<file path="src/rtl/ahb_mtx_input_stage_if.sv">
`default_nettype none
// ----------------------------------------------------------------------------
// ahb_mtx_input_stage_if : master-side AHB port plus decoder handshake lines
// Rev 1.0
// ----------------------------------------------------------------------------
interface ahb_mtx_input_stage_if #(
  parameter int ADDR_WIDTH = 32
);
  logic                  HSELS;
  logic [ADDR_WIDTH-1:0] HADDRS;
  logic [1:0]            HTRANSS;
  logic                  HWRITES;
  logic [2:0]            HSIZES;
  logic [2:0]            HBURSTS;
  logic [3:0]            HPROTS;
  logic                  HMASTLOCKS;
  logic                  HREADYS;
  logic                  HREADYOUTS;
  logic                  HRESPS;

  logic                  sel_dec;
  logic [ADDR_WIDTH-1:0] addr_dec;
  logic [1:0]            trans_dec;
  logic                  write_dec;
  logic [2:0]            size_dec;
  logic [2:0]            burst_dec;
  logic [3:0]            prot_dec;
  logic                  mastlock_dec;
  logic                  active_dec;
  logic                  readyout_dec;
  logic                  resp_dec;

  modport slave (
    input  HSELS, HADDRS, HTRANSS, HWRITES, HSIZES, HBURSTS, HPROTS,
           HMASTLOCKS, HREADYS, active_dec, readyout_dec, resp_dec,
    output HREADYOUTS, HRESPS, sel_dec, addr_dec, trans_dec, write_dec,
           size_dec, burst_dec, prot_dec, mastlock_dec
  );

  modport master (
    output HSELS, HADDRS, HTRANSS, HWRITES, HSIZES, HBURSTS, HPROTS,
           HMASTLOCKS, HREADYS, active_dec, readyout_dec, resp_dec,
    input  HREADYOUTS, HRESPS, sel_dec, addr_dec, trans_dec, write_dec,
           size_dec, burst_dec, prot_dec, mastlock_dec
  );
endinterface
`default_nettype wire

</file>
<file path="src/rtl/ahb_mtx_input_stage.sv">
`default_nettype none
// ----------------------------------------------------------------------------
// ahb_mtx_input_stage : per-master AHB matrix input stage (hold + replay)
// Rev 1.0
// ----------------------------------------------------------------------------
module ahb_mtx_input_stage #(
  parameter int ADDR_WIDTH = 32,
  parameter bit LOCK_HOLD  = 1'b1
) (
  input  logic                        HCLK,
  input  logic                        HRESET,
  ahb_mtx_input_stage_if.slave        bus
);

  logic                  w_trans_req;
  logic                  w_accept;

  logic                  pend_q, pend_d;
  logic                  dphase_q, dphase_d;
  logic [ADDR_WIDTH-1:0] addr_q, addr_d;
  logic [1:0]            trans_q, trans_d;
  logic                  write_q, write_d;
  logic [2:0]            size_q, size_d;
  logic [2:0]            burst_q, burst_d;
  logic [3:0]            prot_q, prot_d;
  logic                  lock_q, lock_d;

  assign w_trans_req = bus.HSELS & bus.HREADYS & bus.HTRANSS[1];
  assign w_accept    = (w_trans_req | pend_q) & bus.active_dec;

  always_comb begin
    addr_d  = addr_q;
    trans_d = trans_q;
    write_d = write_q;
    size_d  = size_q;
    burst_d = burst_q;
    prot_d  = prot_q;
    lock_d  = lock_q;
    if (bus.HREADYS) begin
      addr_d  = bus.HADDRS;
      trans_d = bus.HTRANSS;
      write_d = bus.HWRITES;
      size_d  = bus.HSIZES;
      burst_d = bus.HBURSTS;
      prot_d  = bus.HPROTS;
      lock_d  = bus.HMASTLOCKS;
    end

    pend_d = pend_q;
    if (pend_q && bus.active_dec)
      pend_d = 1'b0;
    else if (w_trans_req && !bus.active_dec)
      pend_d = 1'b1;

    // A fresh acceptance wins over completion of the previous data phase.
    dphase_d = dphase_q;
    if (w_accept)
      dphase_d = 1'b1;
    else if (bus.readyout_dec)
      dphase_d = 1'b0;
  end

  always_ff @(posedge HCLK) begin
    if (HRESET) begin
      pend_q   <= 1'b0;
      dphase_q <= 1'b0;
      addr_q   <= '0;
      trans_q  <= '0;
      write_q  <= 1'b0;
      size_q   <= '0;
      burst_q  <= '0;
      prot_q   <= '0;
      lock_q   <= 1'b0;
    end else begin
      pend_q   <= pend_d;
      dphase_q <= dphase_d;
      addr_q   <= addr_d;
      trans_q  <= trans_d;
      write_q  <= write_d;
      size_q   <= size_d;
      burst_q  <= burst_d;
      prot_q   <= prot_d;
      lock_q   <= lock_d;
    end
  end

  always_comb begin
    if (pend_q) begin
      bus.sel_dec      = 1'b1;
      bus.addr_dec     = addr_q;
      bus.trans_dec    = trans_q;
      bus.write_dec    = write_q;
      bus.size_dec     = size_q;
      bus.burst_dec    = burst_q;
      bus.prot_dec     = prot_q;
      bus.mastlock_dec = lock_q & LOCK_HOLD;
    end else begin
      bus.sel_dec      = bus.HSELS & bus.HREADYS;
      bus.addr_dec     = bus.HADDRS;
      bus.trans_dec    = bus.HTRANSS;
      bus.write_dec    = bus.HWRITES;
      bus.size_dec     = bus.HSIZES;
      bus.burst_dec    = bus.HBURSTS;
      bus.prot_dec     = bus.HPROTS;
      bus.mastlock_dec = bus.HMASTLOCKS;
    end

    // The master is stalled in the data phase of a held transfer until granted.
    if (pend_q) begin
      bus.HREADYOUTS = 1'b0;
      bus.HRESPS     = 1'b0;
    end else if (dphase_q) begin
      bus.HREADYOUTS = bus.readyout_dec;
      bus.HRESPS     = bus.resp_dec;
    end else begin
      bus.HREADYOUTS = 1'b1;
      bus.HRESPS     = 1'b0;
    end
  end

endmodule
`default_nettype wire

</file>
<file path="src/flat_wrapper.sv">
// flat-port wrapper written by rule: the top's interface ports become plain ports
module ahb_mtx_input_stage_flat 
#(
  parameter int ADDR_WIDTH = 32,
  parameter bit LOCK_HOLD  = 1'b1
)
  (HCLK, HRESET, bus_HSELS, bus_HADDRS, bus_HTRANSS, bus_HWRITES, bus_HSIZES, bus_HBURSTS, bus_HPROTS, bus_HMASTLOCKS, bus_HREADYS, bus_active_dec, bus_readyout_dec, bus_resp_dec, bus_HREADYOUTS, bus_HRESPS, bus_sel_dec, bus_addr_dec, bus_trans_dec, bus_write_dec, bus_size_dec, bus_burst_dec, bus_prot_dec, bus_mastlock_dec);
  ahb_mtx_input_stage_if #(.ADDR_WIDTH(ADDR_WIDTH)) bus_i ();
  input  logic HCLK;
  input  logic HRESET;
  input wire logic [$bits(bus_i.HSELS)-1:0] bus_HSELS;
  input wire logic [$bits(bus_i.HADDRS)-1:0] bus_HADDRS;
  input wire logic [$bits(bus_i.HTRANSS)-1:0] bus_HTRANSS;
  input wire logic [$bits(bus_i.HWRITES)-1:0] bus_HWRITES;
  input wire logic [$bits(bus_i.HSIZES)-1:0] bus_HSIZES;
  input wire logic [$bits(bus_i.HBURSTS)-1:0] bus_HBURSTS;
  input wire logic [$bits(bus_i.HPROTS)-1:0] bus_HPROTS;
  input wire logic [$bits(bus_i.HMASTLOCKS)-1:0] bus_HMASTLOCKS;
  input wire logic [$bits(bus_i.HREADYS)-1:0] bus_HREADYS;
  input wire logic [$bits(bus_i.active_dec)-1:0] bus_active_dec;
  input wire logic [$bits(bus_i.readyout_dec)-1:0] bus_readyout_dec;
  input wire logic [$bits(bus_i.resp_dec)-1:0] bus_resp_dec;
  output wire logic [$bits(bus_i.HREADYOUTS)-1:0] bus_HREADYOUTS;
  output wire logic [$bits(bus_i.HRESPS)-1:0] bus_HRESPS;
  output wire logic [$bits(bus_i.sel_dec)-1:0] bus_sel_dec;
  output wire logic [$bits(bus_i.addr_dec)-1:0] bus_addr_dec;
  output wire logic [$bits(bus_i.trans_dec)-1:0] bus_trans_dec;
  output wire logic [$bits(bus_i.write_dec)-1:0] bus_write_dec;
  output wire logic [$bits(bus_i.size_dec)-1:0] bus_size_dec;
  output wire logic [$bits(bus_i.burst_dec)-1:0] bus_burst_dec;
  output wire logic [$bits(bus_i.prot_dec)-1:0] bus_prot_dec;
  output wire logic [$bits(bus_i.mastlock_dec)-1:0] bus_mastlock_dec;
  assign bus_i.HSELS = bus_HSELS;
  assign bus_i.HADDRS = bus_HADDRS;
  assign bus_i.HTRANSS = bus_HTRANSS;
  assign bus_i.HWRITES = bus_HWRITES;
  assign bus_i.HSIZES = bus_HSIZES;
  assign bus_i.HBURSTS = bus_HBURSTS;
  assign bus_i.HPROTS = bus_HPROTS;
  assign bus_i.HMASTLOCKS = bus_HMASTLOCKS;
  assign bus_i.HREADYS = bus_HREADYS;
  assign bus_i.active_dec = bus_active_dec;
  assign bus_i.readyout_dec = bus_readyout_dec;
  assign bus_i.resp_dec = bus_resp_dec;
  assign bus_HREADYOUTS = bus_i.HREADYOUTS;
  assign bus_HRESPS = bus_i.HRESPS;
  assign bus_sel_dec = bus_i.sel_dec;
  assign bus_addr_dec = bus_i.addr_dec;
  assign bus_trans_dec = bus_i.trans_dec;
  assign bus_write_dec = bus_i.write_dec;
  assign bus_size_dec = bus_i.size_dec;
  assign bus_burst_dec = bus_i.burst_dec;
  assign bus_prot_dec = bus_i.prot_dec;
  assign bus_mastlock_dec = bus_i.mastlock_dec;
  ahb_mtx_input_stage #(.ADDR_WIDTH(ADDR_WIDTH), .LOCK_HOLD(LOCK_HOLD)) u_core (.HCLK(HCLK), .HRESET(HRESET), .bus(bus_i));
endmodule
</file>
<file path="config.mk">
export PLATFORM = sky130hd
export DESIGN_NAME = ahb_mtx_input_stage_flat
export DESIGN_NICKNAME = d
export VERILOG_FILES = /design/src/rtl/ahb_mtx_input_stage_if.sv /design/src/rtl/ahb_mtx_input_stage.sv /design/src/flat_wrapper.sv
export SDC_FILE = /design/constraint.sdc
export NUM_CORES = 1
export LEC_CHECK = 0
export ABC_AREA = 1
export BUFFER_PORTS_ARGS = -buffer_cell sky130_fd_sc_hd__buf_2
export CAP_MARGIN = 10
export CORE_MARGIN = 4
export CORE_UTILIZATION = 50
export CTS_CLUSTER_SIZE = 30
export DETAILED_ROUTE_END_ITERATION = 6
export PLACE_DENSITY = 0.91
export SLEW_MARGIN = 10
export SYNTH_ARGS = -nofsm -noshare
export SYNTH_HDL_FRONTEND = slang
export SYNTH_SLANG_ARGS = --single-unit
</file>
<file path="constraint.sdc">
create_clock -name HCLK -period 1.9 [get_ports HCLK]
set_input_delay 0.38 -clock HCLK [delete_from_list [all_inputs] [get_ports HCLK]]
set_output_delay 0.38 -clock HCLK [all_outputs]
set_load 0.005 [all_outputs]
</file>
==> reports/metrics.yaml, run 1 <==
status: "finished clean"
port_buffers: 101
synthCells: 359
fin_crit_ps: 1780
fmax_ghz: 0.563
first_iter_violations: 195
whs_ps: 257
grt_use_total: 0.203
io_pins: 102
drcViolationCount: 0
final_antenna_net_count: 0
dp_hpwl_um: 3950
synthTopCellsByArea: "dfxtp_1, nand2_1, nor2_1, o21ai_0, buf_2"
clk_path_buf_depth: 2
setup_violations: 0
htreeDepth: 2
ctsHoldBuffers: 0
antenna_cells: 0
die_y_um: 75.4
hold_viol_final: 0
num_vias: 2523
wire_per_inst_um: 12.1
die_area_um2: 5680
cts_buffers: 5
leakage_nw: 1.53
grt_pass1_vias: 2200
slew_headroom: 0.484
grt.overflow.total: 0
die_w_um: 75.4
hold_path.class: "primary input to flip-flop"
grt_max_degree: 48
clk_latency_ps: 300
final_max_slew_viol_count: 0
yosysTopAreaCell: "dfxtp_1"
grt_pass1_wl_um: 9100
worstMarginPinSlew_ps: 774
fin_setup_tns_ps: 0
worstSetupStartpointType: "flip-flop"
cts.sinks: 48
peakVddDrop_uv: 447
firstDrtPassIters: 4
wl_um: 6010
cp.required_ps: 1520
core_area_um2: 4380
drv_cap: 0
p_per_area_nw_per_um2: 740
antenna_found_initial: 0
viasPerCell: 5.08
finClkSkew_ps: 1.72
start_util: 0.518
syn_area_um2: 2270
root_buffer: "clkbuf_8"
syn2layout_area_growth_pct: 24.8
cp_max_fo: 46
rsz0062_at_grt: "no"
gp_congestion: 0.781
nets: 498
drive_gt1_frac: 0.265
synth_area_per_cell_um2: 6.32
crit_arrival_ps: 1400
clkTransAtPathRegs_ps: 80
yosys_warnings: 0
cts_tree: "done"
cp-end-kind: "output pin"
most-common-layout-cells: "nand2_1, buf_2, nor2_1, dfxtp_1, o21ai_0"
post-route-period-util: 0.935
worstSetupPathType: "flip-flop to output pin"
r2r_setup_slack_ps: 760
synth.distinct_cells: 19
syn-num-nets: 412
layout_commonest_cell: "nand2_1"
yosys_register_bits: 48
rows: 24
netlist.area_leader.share: 0.423
seq_area_frac_synth: 0.423
[kinds of logic after synthesis]
group                  share of synthesized area
AO/OA/AOI/OAI                              0.122
buffers and inverters                     0.0711
flip-flops                                 0.423
AND/OR/NAND/NOR                            0.384
[report_power, final]
| part | leakage, nW | internal, mW | total, mW | switching, mW |
|---|---|---|---|---|
| Combinational | 1.08 | 0.148 | 0.337 | 0.190 |
| Sequential | 0.399 | 1.07 | 1.11 | 0.0346 |
| Clock | 0.0503 | 0.324 | 0.650 | 0.326 |
| Total | 1.53 | 1.55 | 2.10 | 0.550 |
[per-layer routing]
layer,vias up,track usage,share of wire
li1,1277,-,-
met1,1146,0.230,0.42
met2,94,0.373,0.50
met3,6,0.0475,0.064
met4,0,0.0699,0.012
met5,-,0,0
[path summary, 6_finish.rpt]
check / start / end / cells past startpoint
worst max-delay path: u_core.pend_q / bus_trans_dec[1] / 4
worst min-delay path: HRESET / u_core.dphase_q / 2
worst max register to register: u_core.pend_q / u_core.pend_q / 4
worst min register to register: u_core.addr_q[14] / u_core.addr_q[14] / 2
[per-stage QoR]
stage / cells / util / total power, mW / cell area (µm²) / setup WS, ps
3_3_place_gp: 490 / 0.621 / 1.45 / 2720 / 296
6_report: 497 / 0.646 / 2.10 / 2830 / 123
3_5_place_dp: 490 / 0.621 / 1.47 / 2720 / 302
2_1_floorplan: 359 / - / 1.31 / 2270 / 687
5_1_grt: 497 / 0.646 / 2.20 / 2830 / 7.93
4_1_cts: 497 / 0.645 / 2.10 / 2830 / 68.5
[worst max-delay path, cell delays in order (launching register included)]
cell and delay (ps):
dfxtp_2 520, inv_8 170, nand2_1 160, o21a_1 140, buf_2 110
[repair_timing]
action                                  in CTS  in global routing
endpoints found under the setup margin       1                  2
gates resized for setup                      2                  2
gates cloned                                 0                  0
buffers inserted                             0                  0
[sequential cells by signal, summed over array words and instances, names as in the netlist, 2 cells and up]
name,count
u_core.addr_q,32
u_core.prot_q,4
u_core.burst_q,3
u_core.size_q,3
u_core.trans_q,2
[final cells by class]
cell class,instances,area [µm²]
fill,414,1550
multi-input combinational,280,1150
sequential,48,962
timing repair buffer,103,528
clock buffer,7,96.3
tap,52,65.1
inverter,7,33.8
[cell usage after synthesis (all sizes together)]
master	number
a21oi	5
buf	20
clkbuf	4
dfxtp	48
inv	7
nand2	136
nand3	2
nor2	88
o21a	1
o21ai	48
No activity file was read; power rests on OpenSTA's default activity.
==> run 2, diff against run 1 <==
--- a/config.mk
+++ b/config.mk
@@ -13,6 +13,7 @@
 export CTS_CLUSTER_SIZE = 30
 export DETAILED_ROUTE_END_ITERATION = 6
 export PLACE_DENSITY = 0.91
+export SETUP_SLACK_MARGIN = 0.5
 export SLEW_MARGIN = 10
 export SYNTH_ARGS = -nofsm -noshare
 export SYNTH_HDL_FRONTEND = slang
==> run 2 against run 1 <==
First-iteration DRC count grew 59%. Critical path depth up 1. Global-route usage up 3.9 points. Sequential power barely moved. Sequential cell count unchanged. Critical endpoint is now bus_addr_dec[11]. Setup slack gained 150 ps.
==> reports/metrics.yaml, run 2 (synthesized netlist as in run 1, its figures left out) <==
grt_use_total: 0.242  # was 0.203
grt_max_degree: 48  # unchanged
r2r_setup_slack_ps: 770  # was 760 ps
hold_viol_final: 0  # unchanged
die_area_um2: 5680  # unchanged
core_area_um2: 4380  # unchanged
holdPathEnd: "u_core.dphase_q"  # unchanged
crit_arrival_ps: 1250  # was 1400 ps
port_buffers: 101  # unchanged
clk_path_buf_depth: 2  # unchanged
finClkSkew_ps: 3.79  # was 1.72 ps
fin_util: 0.738  # was 0.646
use_met2: 0.430  # was 0.373
largest_register_ffs: 32  # unchanged
final_area_um2: 3230  # was 2830 µm²
cp.required_ps: 1520  # about the same
power.internal_mw: 1.58  # was 1.55 mW
firstDrtPassIters: 6  # was 4
wl_um: 7640  # was 6010 µm
worstMarginPinSlew_ps: 650  # was 774 ps
gp_congestion: 0.781  # unchanged
rr_worst_depth: 6  # was 4
fin_setup_tns_ps: 0  # unchanged
cp-end-kind: "output pin"  # unchanged
die_w_um: 75.4  # unchanged
grt_use_met1: 0.284  # was 0.230
netSwitchingFraction: 0.276  # was 0.262
start_util: 0.518  # unchanged
grt_pass1_wl_um: 10600  # was 9100 µm
setup_violations: 0  # unchanged
antenna_cells: 0  # unchanged
dp_hpwl_um: 3950  # unchanged
slew_headroom: 0.566  # was 0.484
cts_tree: "done"  # unchanged
cp_slowest_cell: "dfxtp_4"  # was dfxtp_2
drcViolationCount: 0  # unchanged
fin_crit_ps: 1630  # was 1780 ps
dp_slack_ps: 302  # unchanged
r2r_start: "u_core.pend_q"  # unchanged
top_regs: "u_core.addr_q x32, u_core.prot_q x4"  # unchanged
crit_buf_inv: 3  # was 2
power.switching_uw: 603  # was 550 µW
dp_cells: 490  # unchanged
critical_path.cell_chain: "buf_12, inv_12, nand2_2, nand2_1, buf_2"  # was inv_8, nand2_1, o21a_1, buf_2
post-route-period-util: 0.856  # was 0.935
wire_per_inst_um: 15.0  # was 12.1 µm
final_max_slew_viol_count: 0  # unchanged
status: "finished clean"  # unchanged
crit_path_max_incr_delay_ps: 430  # was 520 ps
num_vias: 2766  # was 2523
final_antenna_net_count: 0  # unchanged
grt_pass1_vias: 2317  # was 2200
p_clk_frac: 0.304  # was 0.310
hold_path.class: "primary input to flip-flop"  # unchanged
drv_cap: 0  # unchanged
grt.busiest_layer: "met2"  # unchanged
crit_family: "flip-flops"  # unchanged
p_seq_frac: 0.510  # was 0.529
power_mw: 2.18  # was 2.10 mW
clkTransAtPathRegs_ps: 90  # was 80 ps
viasPerCell: 5.41  # was 5.08
stdcell_count: 511  # was 497
rsz0062_at_grt: "yes"  # was no
leakage_nw: 1.67  # was 1.53 nW
layout_commonest_cell: "nand2_1"  # unchanged
most-common-layout-cells: "nand2_1, buf_2, nor2_1, dfxtp_1, o21ai_0"  # unchanged
cp_max_fo: 6  # was 46
whs_path_depth: 2  # unchanged
drive_gt1_frac: 0.353  # was 0.265
grt_use_met3: 0.0580  # was 0.0475
nets: 512  # was 498
ctsHoldBuffers: 0  # unchanged
io_pins: 102  # unchanged
min_from: "HRESET"  # unchanged
worstSetupPathType: "flip-flop to output pin"  # unchanged
die_y_um: 75.4  # unchanged
regMostFlops: "u_core.addr_q"  # unchanged
whs_ps: 259  # was 257 ps
rows: 24  # unchanged
clk_latency_ps: 300  # about the same
htreeDepth: 2  # unchanged
first_iter_violations: 311  # was 195
antenna_found_initial: 0  # unchanged
syn2layout_area_growth_pct: 42.5  # was 24.8%
root_buffer: "clkbuf_8"  # unchanged
peakVddDrop_uv: 469  # was 447 µV
p_per_area_nw_per_um2: 674  # was 740 nW/µm²
pwr-share-comb: 0.187  # was 0.161
postLayoutSetupSlackWorst_ps: 273  # was 123 ps
worstSetupStartpointType: "flip-flop"  # unchanged
reg2reg_to: "u_core.dphase_q"  # was u_core.pend_q
cts.sinks: 48  # unchanged
post_dp_cell_area_um2: 2720  # unchanged
fmax_ghz: 0.615  # was 0.563 GHz
grt.overflow.total: 0  # unchanged
cts_buffers: 5  # unchanged
-- run 2: metal layers --
| layer | wire, µm | up-vias |
|---|---|---|
| li1 | - | 1314 |
| met1 | 2850 | 1271 |
| met2 | 4020 | 163 |
| met3 | 622 | 18 |
| met4 | 160 | 0 |
| met5 | 0 | - |
-- run 2: worst max path at each step --
stage | from | to | slack, ps | depth (start not counted)
final | u_core.pend_q | bus_addr_dec[11] | 270 | 5
after global routing | u_core.pend_q | bus_trans_dec[1] | 240 | 4
after CTS | u_core.pend_q | bus_addr_dec[25] | 310 | 5
after detailed placement | u_core.pend_q | bus_trans_dec[1] | 300 | 4
after global placement | bus_HREADYS | u_core.write_q | 300 | 4
after floorplan | u_core.pend_q | bus_addr_dec[0] | 690 | 5
-- run 2: timing repair --
item,4_1_cts,5_1_grt
buffers inserted,4,1
endpoints found under the setup margin,49,50
pin swaps,4,13
gates resized for setup,42,27
hold endpoints to repair,0,0
cloned,6,3
-- run 2: final cells by class --
cell class / instances / area, µm²
Clock buffer: 7 / 96.3
Timing Repair inverter: 5 / 76.3
Inverter: 7 / 45.0
Multi-Input combinational cell: 280 / 1280
Fill cell: 353 / 1150
Tap cell: 52 / 65.1
Timing Repair Buffer: 112 / 704
Sequential cell: 48 / 965
-- run 2: power groups by stage --
stage                     clock network (mW)  logic, mW  registers (mW)
after floorplan                            0      0.190            1.12
after global placement                     0      0.328            1.13
after detailed placement                   0      0.336            1.13
after CTS                              0.655      0.374            1.11
after global routing                   0.702      0.447            1.12
final                                  0.662      0.407            1.11
